`src/rtl/tensor_pkg.sv`:
```
// Shared encodings and defaults for the tensor sequencer: op codes, FSM states,
// latched command payload and counter/address widths.
package tensor_pkg;

    localparam int unsigned CNT_W       = 4;
    localparam int unsigned ADDR_W      = 16;
    localparam int unsigned N_ELEM_DEF  = 9;
    localparam int unsigned MXU_LAT_DEF = 2;

    typedef enum logic [1:0] {
        OP_LOAD_A       = 2'b00,
        OP_LOAD_B       = 2'b01,
        OP_MATMUL       = 2'b10,
        OP_STORE_TENSOR = 2'b11
    } op_e;

    typedef enum logic [1:0] {
        ST_IDLE     = 2'b00,
        ST_XFER     = 2'b01,
        ST_MXU_WAIT = 2'b10,
        ST_DONE     = 2'b11
    } state_e;

    typedef struct packed {
        op_e               op;
        logic [ADDR_W-1:0] base;
    } cmd_t;

endpackage

```
`src/rtl/elem_counter.sv`:
```
// Element / wait counter shared by the transfer and matmul-wait phases.
// Exposes its next value so the parent can register decodes of it.
module elem_counter
    import tensor_pkg::*;
(
    input  logic             clk,
    input  logic             reset,
    input  logic             clear,
    input  logic             enable,
    input  logic [CNT_W-1:0] last,
    output logic [CNT_W-1:0] count,
    output logic [CNT_W-1:0] count_next_c,
    output logic             tc_c
);

    always_comb begin
        count_next_c = count;
        if (clear) begin
            count_next_c = '0;
        end else if (enable) begin
            count_next_c = count + CNT_W'(1);
        end
    end

    assign tc_c = (count == last);

    always_ff @(posedge clk) begin
        if (reset) begin
            count <= '0;
        end else begin
            count <= count_next_c;
        end
    end

endmodule

```
`src/rtl/tensor_seq_ctrl.sv`:
```
// Sequencer for tensor register-file transfers and matmul result capture.
// Latches op/base on accept, steps elements one per cycle, pulses done.
module tensor_seq_ctrl
    import tensor_pkg::*;
#(
    parameter int unsigned N_ELEM  = N_ELEM_DEF,
    parameter int unsigned MXU_LAT = MXU_LAT_DEF
) (
    input  logic              clk,
    input  logic              reset,
    input  logic              start,
    input  logic [1:0]        op,
    input  logic [ADDR_W-1:0] base_addr,
    output logic              busy,
    output logic              done,
    output logic [CNT_W-1:0]  counter_out,
    output logic [ADDR_W-1:0] dm_addr,
    output logic              load_a,
    output logic              load_b,
    output logic              str_tensor_rez,
    output logic              store_tensor
);

    localparam logic [CNT_W-1:0] XFER_LAST = CNT_W'(N_ELEM - 1);
    localparam logic [CNT_W-1:0] WAIT_LAST = CNT_W'(MXU_LAT - 1);

    state_e           state_q, state_d;
    cmd_t             cmd_q, cmd_d;
    logic             cnt_clear, cnt_en, cnt_tc;
    logic [CNT_W-1:0] cnt_last, cnt_q, cnt_next;
    logic             xfer_d;

    elem_counter u_elem_counter (
        .clk          (clk),
        .reset        (reset),
        .clear        (cnt_clear),
        .enable       (cnt_en),
        .last         (cnt_last),
        .count        (cnt_q),
        .count_next_c (cnt_next),
        .tc_c         (cnt_tc)
    );

    // Next-state, command latch and counter control
    always_comb begin
        state_d   = state_q;
        cmd_d     = cmd_q;
        cnt_clear = 1'b0;
        cnt_en    = 1'b0;
        cnt_last  = (state_q == ST_XFER) ? XFER_LAST : WAIT_LAST;
        unique case (state_q)
            ST_IDLE: begin
                cnt_clear = 1'b1;
                if (start) begin
                    cmd_d.op   = op_e'(op);
                    cmd_d.base = base_addr;
                    state_d    = (op_e'(op) == OP_MATMUL) ? ST_MXU_WAIT : ST_XFER;
                end
            end
            ST_XFER, ST_MXU_WAIT: begin
                if (cnt_tc) begin
                    cnt_clear = 1'b1;
                    state_d   = ST_DONE;
                end else begin
                    cnt_en = 1'b1;
                end
            end
            ST_DONE: begin
                cnt_clear = 1'b1;
                state_d   = ST_IDLE;
            end
            default: begin
                cnt_clear = 1'b1;
                state_d   = ST_IDLE;
            end
        endcase
    end

    assign xfer_d      = (state_d == ST_XFER);
    assign counter_out = cnt_q;

    // State register plus outputs registered from the upcoming state
    always_ff @(posedge clk) begin
        if (reset) begin
            state_q        <= ST_IDLE;
            cmd_q          <= '{op: OP_LOAD_A, base: '0};
            busy           <= 1'b0;
            done           <= 1'b0;
            dm_addr        <= '0;
            load_a         <= 1'b0;
            load_b         <= 1'b0;
            str_tensor_rez <= 1'b0;
            store_tensor   <= 1'b0;
        end else begin
            state_q        <= state_d;
            cmd_q          <= cmd_d;
            busy           <= (state_d != ST_IDLE);
            done           <= (state_d == ST_DONE);
            dm_addr        <= cmd_d.base + ADDR_W'(xfer_d ? cnt_next : CNT_W'(0));
            load_a         <= xfer_d && (cmd_d.op == OP_LOAD_A);
            load_b         <= xfer_d && (cmd_d.op == OP_LOAD_B);
            store_tensor   <= xfer_d && (cmd_d.op == OP_STORE_TENSOR);
            str_tensor_rez <= (state_d == ST_MXU_WAIT) && (cnt_next == WAIT_LAST);
        end
    end

endmodule

```
`config.mk`:
```
export PLATFORM = sky130hd
export DESIGN_NAME = tensor_seq_ctrl
export DESIGN_NICKNAME = d
export VERILOG_FILES = /design/src/rtl/tensor_pkg.sv /design/src/rtl/elem_counter.sv /design/src/rtl/tensor_seq_ctrl.sv
export SDC_FILE = /design/constraint.sdc
export NUM_CORES = 1
export LEC_CHECK = 0
export CAP_MARGIN = 5
export CORE_MARGIN = 2
export CORE_UTILIZATION = 33
export CTS_CLUSTER_DIAMETER = 150
export DETAILED_ROUTE_END_ITERATION = 7
export PLACE_DENSITY = 0.55
export RECOVER_POWER = 100
export SLEW_MARGIN = 20
export SYNTH_ARGS = -nofsm -noshare
export SYNTH_HDL_FRONTEND = slang
export SYNTH_SLANG_ARGS = --single-unit
```
`constraint.sdc`:
```
create_clock -name clk -period 7.46 [get_ports clk]
set_clock_uncertainty 0.05 [all_clocks]
set_input_delay 1.492 -clock clk [delete_from_list [all_inputs] [get_ports clk]]
set_output_delay 1.492 -clock clk [all_outputs]
set_load 0.05 [all_outputs]
```
==> results of run 1 <==
[per-layer routing]
metal | global-route usage, % | up-vias | part of all wire, %
li1 | - | 847 | -
met1 | 18.0 | 740 | 49
met2 | 22.6 | 38 | 45
met3 | 3.70 | 8 | 5.3
met4 | 4.43 | 0 | 1.4
met5 | 0 | - | 0
[registers in the layout (all words and copies together) (netlist names)]
| signal | flops |
|---|---|
| cmd_q | 18 |
| dm_addr | 16 |
| u_elem_counter.count | 4 |
| state_q | 2 |
| busy | 1 |
| done | 1 |
| load_a | 1 |
| load_b | 1 |
| store_tensor | 1 |
| str_tensor_rez | 1 |
[Yosys cell counts (3+ instances only)]
library cell	count	area [um2]
nand4_1	6	37.5
ha_1	8	100
xor2_1	3	26.3
xnor2_1	5	43.8
dfxtp_1	46	921
nand2_1	9	33.8
o21bai_1	3	22.5
mux2_1	4	45.0
o21ai_0	4	20.0
nand3_1	3	15.0
inv_1	4	15.0
nor4_1	3	18.8
mux2i_1	13	130
o21a_1	6	45.0
nor3_1	14	70.1
a21o_1	4	30.0
o21ai_1	6	30.0
nor2b_1	7	43.8
nor2_1	30	113
[final cells by class]
class	count	share of cell area, %
clock buffer	7	3.27
clock inverter	1	0.189
inverter	5	0.758
multi-input combinational	156	39.8
sequential	46	34.8
tap	75	3.55
timing repair buffer	47	17.6
[final timing paths]
path | startpoint | to | slack [ps] | cells past startpoint
max | start | dm_addr[12] | 2240 | 10
min | cmd_q[15] | cmd_q[15] | 470 | 2
max reg2reg | state_q[0] | dm_addr[12] | 3420 | 11
min reg2reg | cmd_q[15] | cmd_q[15] | 470 | 2
[cells by family after synthesis]
| family | share of synthesized area, % |
|---|---|
| DFF | 45.1 |
| xor gates and xnor gates | 3.43 |
| muxes | 9.13 |
| and+or+nand+nor | 23.0 |
| buffers and inverters | 2.88 |
| AOI/OAI and AO/OA | 10.6 |
| adders and majority gates | 5.88 |
[metrics by stage]
| step | cells | setup WS, ps |
|---|---|---|
| detailed placement | 329 | 2780 |
| global placement | 329 | 2780 |
| finish | 337 | 2240 |
| CTS | 337 | 3080 |
| floorplan | 214 | 3450 |
| global route | 337 | 1910 |
[report_power, final]
part	internal (uW)	total, uW	switching, uW	leakage, uW
sequential	263	269	6.40	0.000377
clock	74.8	155	80.5	0.0000482
combinational	50.3	129	79.1	0.000690
total	388	554	166	0.00112
[critical path, stage by stage]
cell           delay, ps
dlygate4sd3_1        730
and2_0              1160
mux2_1               410
ha_1                 250
fa_1                 420
a21o_1               170
a21o_1               230
nand4_1              210
o31a_1               150
nor3_1                40
[layout by cell type, fill, tap and decap left out, types with 2 or more instances in the layout]
| cell type | instances |
|---|---|
| clkbuf_8 | 6 |
| o21bai_1 | 3 |
| a21o_1 | 4 |
| o31a_1 | 2 |
| a21oi_1 | 2 |
| o21a_1 | 6 |
| nand2_1 | 9 |
| mux2_1 | 4 |
| clkbuf_1 | 2 |
| nor2_1 | 30 |
| nor3_1 | 15 |
| and3b_1 | 2 |
| o21ai_1 | 5 |
| ha_1 | 8 |
| clkdlybuf4s50_1 | 18 |
| a211oi_1 | 2 |
| or3b_1 | 2 |
| nor4_1 | 3 |
| nor2b_1 | 7 |
| xnor2_1 | 5 |
| and3_1 | 2 |
| inv_1 | 4 |
| nand4_1 | 6 |
| nand2b_1 | 2 |
| dlygate4sd3_1 | 28 |
| dfxtp_1 | 46 |
| o21ai_0 | 5 |
| xor2_1 | 3 |
| mux2i_1 | 13 |
| nand3_1 | 3 |
==> summary.md, run 1 <==
| Metric | Value |
|---|---|
| RSZ-0062 raised after global routing | no |
| Worst Hold Class | reg2reg |
| Post-synthesis sequential area ratio | 45.1% |
| Vias in the first global route | 1,530 |
| Io pins | 47 |
| Share of layout cells above drive strength 1 | 3.82% |
| Initial antenna violation count | 0 |
| Post-CTS resize count | 0 |
| I/O Buffers | 46 |
| Final hold slack | 467 ps |
| Post-Layout Inst Area | 2640 um2 |
| Tmin final | 5220 ps |
| GRT Total Usage | 13.9% |
| Post-layout nets | 291 |
| Crit path capture type | register |
| CTS sink count | 46 |
| Syn avg cell area | 9.54 um2 |
| Fmax | 192 MHz |
| Chip width | 82.7 um |
| Syn. warnings | 0 |
| TritonCTS Buffers | 5 |
| Failing checks | capacitance limit, slew limit |
| Async set-reset flop share out of synthesis | 0% |
| Yosys cell types | 47 |
| Max VDD drop | 0.114 mV |
| Synth-to-Final Area Change | 29.4% |
| CP Max Fanout | 21 |
| Syn nets | 244 |
| Setup_tns | 0 ps |
| Mapped cell area | 2040 um2 |
| Slew Viols, Final | 40 |
| Cts hold-fix bufs | 0 |
| Pwr dens | 210 nW/um2 |
| Clk buf depth | 2 |
| Clock-pin slew on the worst setup and hold paths | 80 ps |
| Routed WL | 4310 um |
| Routed vias | 1,633 |
| Die Y | 82.7 um |
| Utilization after layout | 44.4% |
| Iter 0 DRT Violations | 40 |
| Final ANT Viol Nets | 0 |
| Status | finished, violations left |
| Yosys reg bits | 46 |
| Setup-failing EPs final | 0 |
| Final hold violation count | 0 |
| Vias per Instance | 4.85 |
| Mapped Cells | 214 |
| DRC | 0 |
| Slew headroom | -16.9% |
| Max capacitance violation total | 1 |
| Primary FF master, synth | dfxtp_1 |
| Initial Util | 34.3% |
| Leak | 0.00112 uW |
| Overflow after GRT | 0 |
| Post-CTS Setup Repair Bufs | 0 |
| Slew @ Worst Pin | 1750 ps |
| Worst skew pair latency | 300 ps |
| EDFF count, synth | 0 |
| Ant diodes | 0 |
| Std cell rows | 28 |
| Largest net degree at the start of global routing | 40 |
| Startpoint types | input pin |
| H-tree depth | 2 |
| Placed instance area | 2560 um2 |
| DRT Pass-1 Iters | 4 |
| Sequential Area | 921 um2 |
| Die ar. | 6830 um2 |
| CTS tree | done |
| Footprint of the multi-input gates | 1050 um2 |
| Critical path class | in2reg |
| First-pass GRT wire length | 7180 um |
| DPL Wire Length | 3180 um |
| Period utilization | 69.9% |
| Post-DR wirelength/cell | 12.8 um |
| Crit path DAT | 5280 ps |
| Clock Tree Root | clkbuf_8 |
| Fillers | 616 |
| Core ar. | 5960 um2 |
| Routability congestion estimate | 0.785 |
| Pwr Total | 554 uW |
| WP data required | 7520 ps |
Power figures use the tool's default switching activity.
==> run 2, diff against run 1 <==
PLACE_DENSITY = 0.57   (was 0.55)
clock period = 4.3 ns   (was 7.46 ns; I/O delays follow)
==> run 2 against run 1 <==
Against the previous run:
- the run still ends with capacitance limit, slew limit left
- first-iteration DRC count increased by 30%
- clock power increased by 76%
- global-route usage decreased by 0.18 points
- utilization about the same
- via count increased by 2.4%
- register-to-register slack got worse by 2700 ps
- power increased by 74%
- worst hold slack about the same
==> summary.md, run 2 (synthesis gave the netlist of run 1 again) <==
| Metric | Value |
|---|---|
| Routed WL | 4300 um (-0.32%) |
| Failing checks | capacitance limit, slew limit |
| CP Max Fanout | 10 (-52%) |
| H-tree depth | 2 (unchanged) |
| Routability congestion estimate | 0.748 (-4.8%) |
| Flop2flop setup slack | 770 ps (-2650 ps) |
| WP data required | 4460 ps (-3060 ps) |
| Initial Util | 34.3% (unchanged) |
| DRT Pass-1 Iters | 4 (unchanged) |
| RR Startpoint | state_q[1] |
| Largest net degree at the start of global routing | 40 (unchanged) |
| Max capacitance violation total | 1 (unchanged) |
| Post-DR wirelength/cell | 12.7 um (-0.32%) |
| Max VDD drop | 0.157 mV (+37%) |
| Die Y | 82.7 um (unchanged) |
| Worst path cell trace | dlygate4sd3_1 -> and3b_1 -> or2_0 -> o21ai_0 -> o211ai_1 -> nor3_1 -> ha_1 -> fa_1 -> a21o_1 -> a21o_1 -> nand4_1 -> o31a_1 -> nor3_1 |
| DRC | 0 (unchanged) |
| Clock-pin slew on the worst setup and hold paths | 80 ps (about the same) |
| Utilization after layout | 44.4% (about the same) |
| Number of flip-flops in the largest register | 18 (unchanged) |
| Setup_tns | 0 ps (unchanged) |
| Placed instance area | 2560 um2 (unchanged) |
| First-pass GRT wire length | 7090 um (-1.2%) |
| Slew Viols, Final | 40 (unchanged) |
| CP max stage delay | 700 ps (-460 ps) |
| Final worst slack | 411 ps (-1830 ps) |
| Cts hold-fix bufs | 0 (unchanged) |
| Startpoint types | input pin |
| Reg-to-Reg End | dm_addr[12] |
| Io pins | 47 (unchanged) |
| CTS sink count | 46 (unchanged) |
| DPL Wire Length | 3150 um (-0.92%) |
| Leak | 0.00112 uW (+0.16%) |
| Clk buf depth | 2 (unchanged) |
| Fmax | 257 MHz |
| Vias per Instance | 4.96 (+2.4%) |
| Slew @ Worst Pin | 1660 ps (-90.9 ps) |
| TritonCTS Buffers | 5 (unchanged) |
| Iter 0 DRT Violations | 52 (+30%) |
| Routed vias | 1,672 (+2.4%) |
| Worst skew pair latency | 300 ps (about the same) |
| CTS tree | done |
| Cell with the largest stage delay on the worst path | dlygate4sd3_1 |
| Initial antenna violation count | 0 (unchanged) |
| Period utilization | 90.5% |
| R2R cell count | 14 (+3) |
| Worst Hold Class | reg2reg |
| GRT Total Usage | 13.7% (-0.18 points) |
| Core ar. | 5960 um2 (unchanged) |
| Tmin final | 3890 ps |
| Std cell rows | 28 (unchanged) |
| Crit path capture type | register |
| Crit path DAT | 4050 ps (-1230 ps) |
| RSZ-0062 raised after global routing | no |
| Share of layout cells above drive strength 1 | 4.20% (+0.38 points) |
| Fin cells | 337 (unchanged) |
| Synth-to-Final Area Change | 29.5% (about the same) |
| I/O Buffers | 46 (unchanged) |
| Chip width | 82.7 um (unchanged) |
| Biggest register | cmd_q |
| Hold path start | cmd_q[8] |
| Min-Delay Path Depth | 2 (unchanged) |
| # placed instances | 329 (unchanged) |
| Status | finished, violations left |
| Most common cell after layout, fill and taps aside | dfxtp_1 |
| Ant diodes | 0 (unchanged) |
| Slew headroom | -10.9% (+6.1 points) |
| Clock Tree Root | clkbuf_8 |
| Hold endpoint | cmd_q[8] |
| Critical path class | in2reg |
| Post-Layout Inst Area | 2650 um2 (about the same) |
| Die ar. | 6830 um2 (unchanged) |
| Final ANT Viol Nets | 0 (unchanged) |
| Pre-CTS setup slack | 170 ps (-2610 ps) |
| Most frequent cells in the layout | dfxtp_1, nor2_1, dlygate4sd3_1 |
| Vias in the first global route | 1,575 (+2.9%) |
| Overflow after GRT | 0 (unchanged) |
| Post-layout nets | 291 (unchanged) |
| Post-CTS Setup Repair Bufs | 0 (unchanged) |
| Setup-failing EPs final | 0 (unchanged) |
| Pwr dens | 364 nW/um2 (+74%) |
| Regs by FF count | cmd_q (18), dm_addr (16), u_elem_counter.count (4) |
| Post-CTS resize count | 0 (unchanged) |
| Final hold violation count | 0 (unchanged) |
[run 2: where the power goes]
part | switching, uW | internal [uW] | leakage (uW)
sequential | 11.1 | 456 | 0.000377
combinational | 137 | 86.9 | 0.000692
clock | 143 | 130 | 0.0000482
[run 2: worst max path at each step]
stage,end,cells after the start,slack (ps),start
finish,dm_addr[12],13,410,start
floorplan,dm_addr[8],12,920,start
detailed placement,dm_addr[12],13,170,start
global placement,dm_addr[12],13,210,start
CTS,dm_addr[12],13,450,start
global route,dm_addr[12],13,130,start
[run 2: layer usage]
| metal | vias up | share of wire, % | GRT usage (%) |
|---|---|---|---|
| li1 | 848 | - | - |
| met5 | - | 0 | 0 |
| met3 | 8 | 4.1 | 3.48 |
| met4 | 0 | 1.5 | 5.41 |
| met2 | 34 | 47 | 22.4 |
| met1 | 782 | 48 | 17.4 |
[run 2: worst max-delay path, delay by kind of cell]
family / cells / cell delay, ps
AND/OR/NAND/NOR: 5 / 1120
adder cells (fa/ha/maj): 2 / 500
buffers and inverters: 1 / 700
AO/OA/AOI/OAI: 5 / 870
[run 2: final cells by class]
type | instances | area (um2)
repair buffers | 47 | 464
clock inverters | 1 | 5.00
flip-flops and latches | 46 | 921
clock buffers | 7 | 86.3
fillers | 630 | 3310
multi-input cells | 156 | 1050
inverters | 5 | 20.0
well taps | 75 | 93.8
[run 2: per-stage QoR]
step	hold WS (ps)	total power, uW
after floorplan	424	638
after global placement	449	710
after detailed placement	447	711
after CTS	469	984
after global routing	484	1010
final	467	963
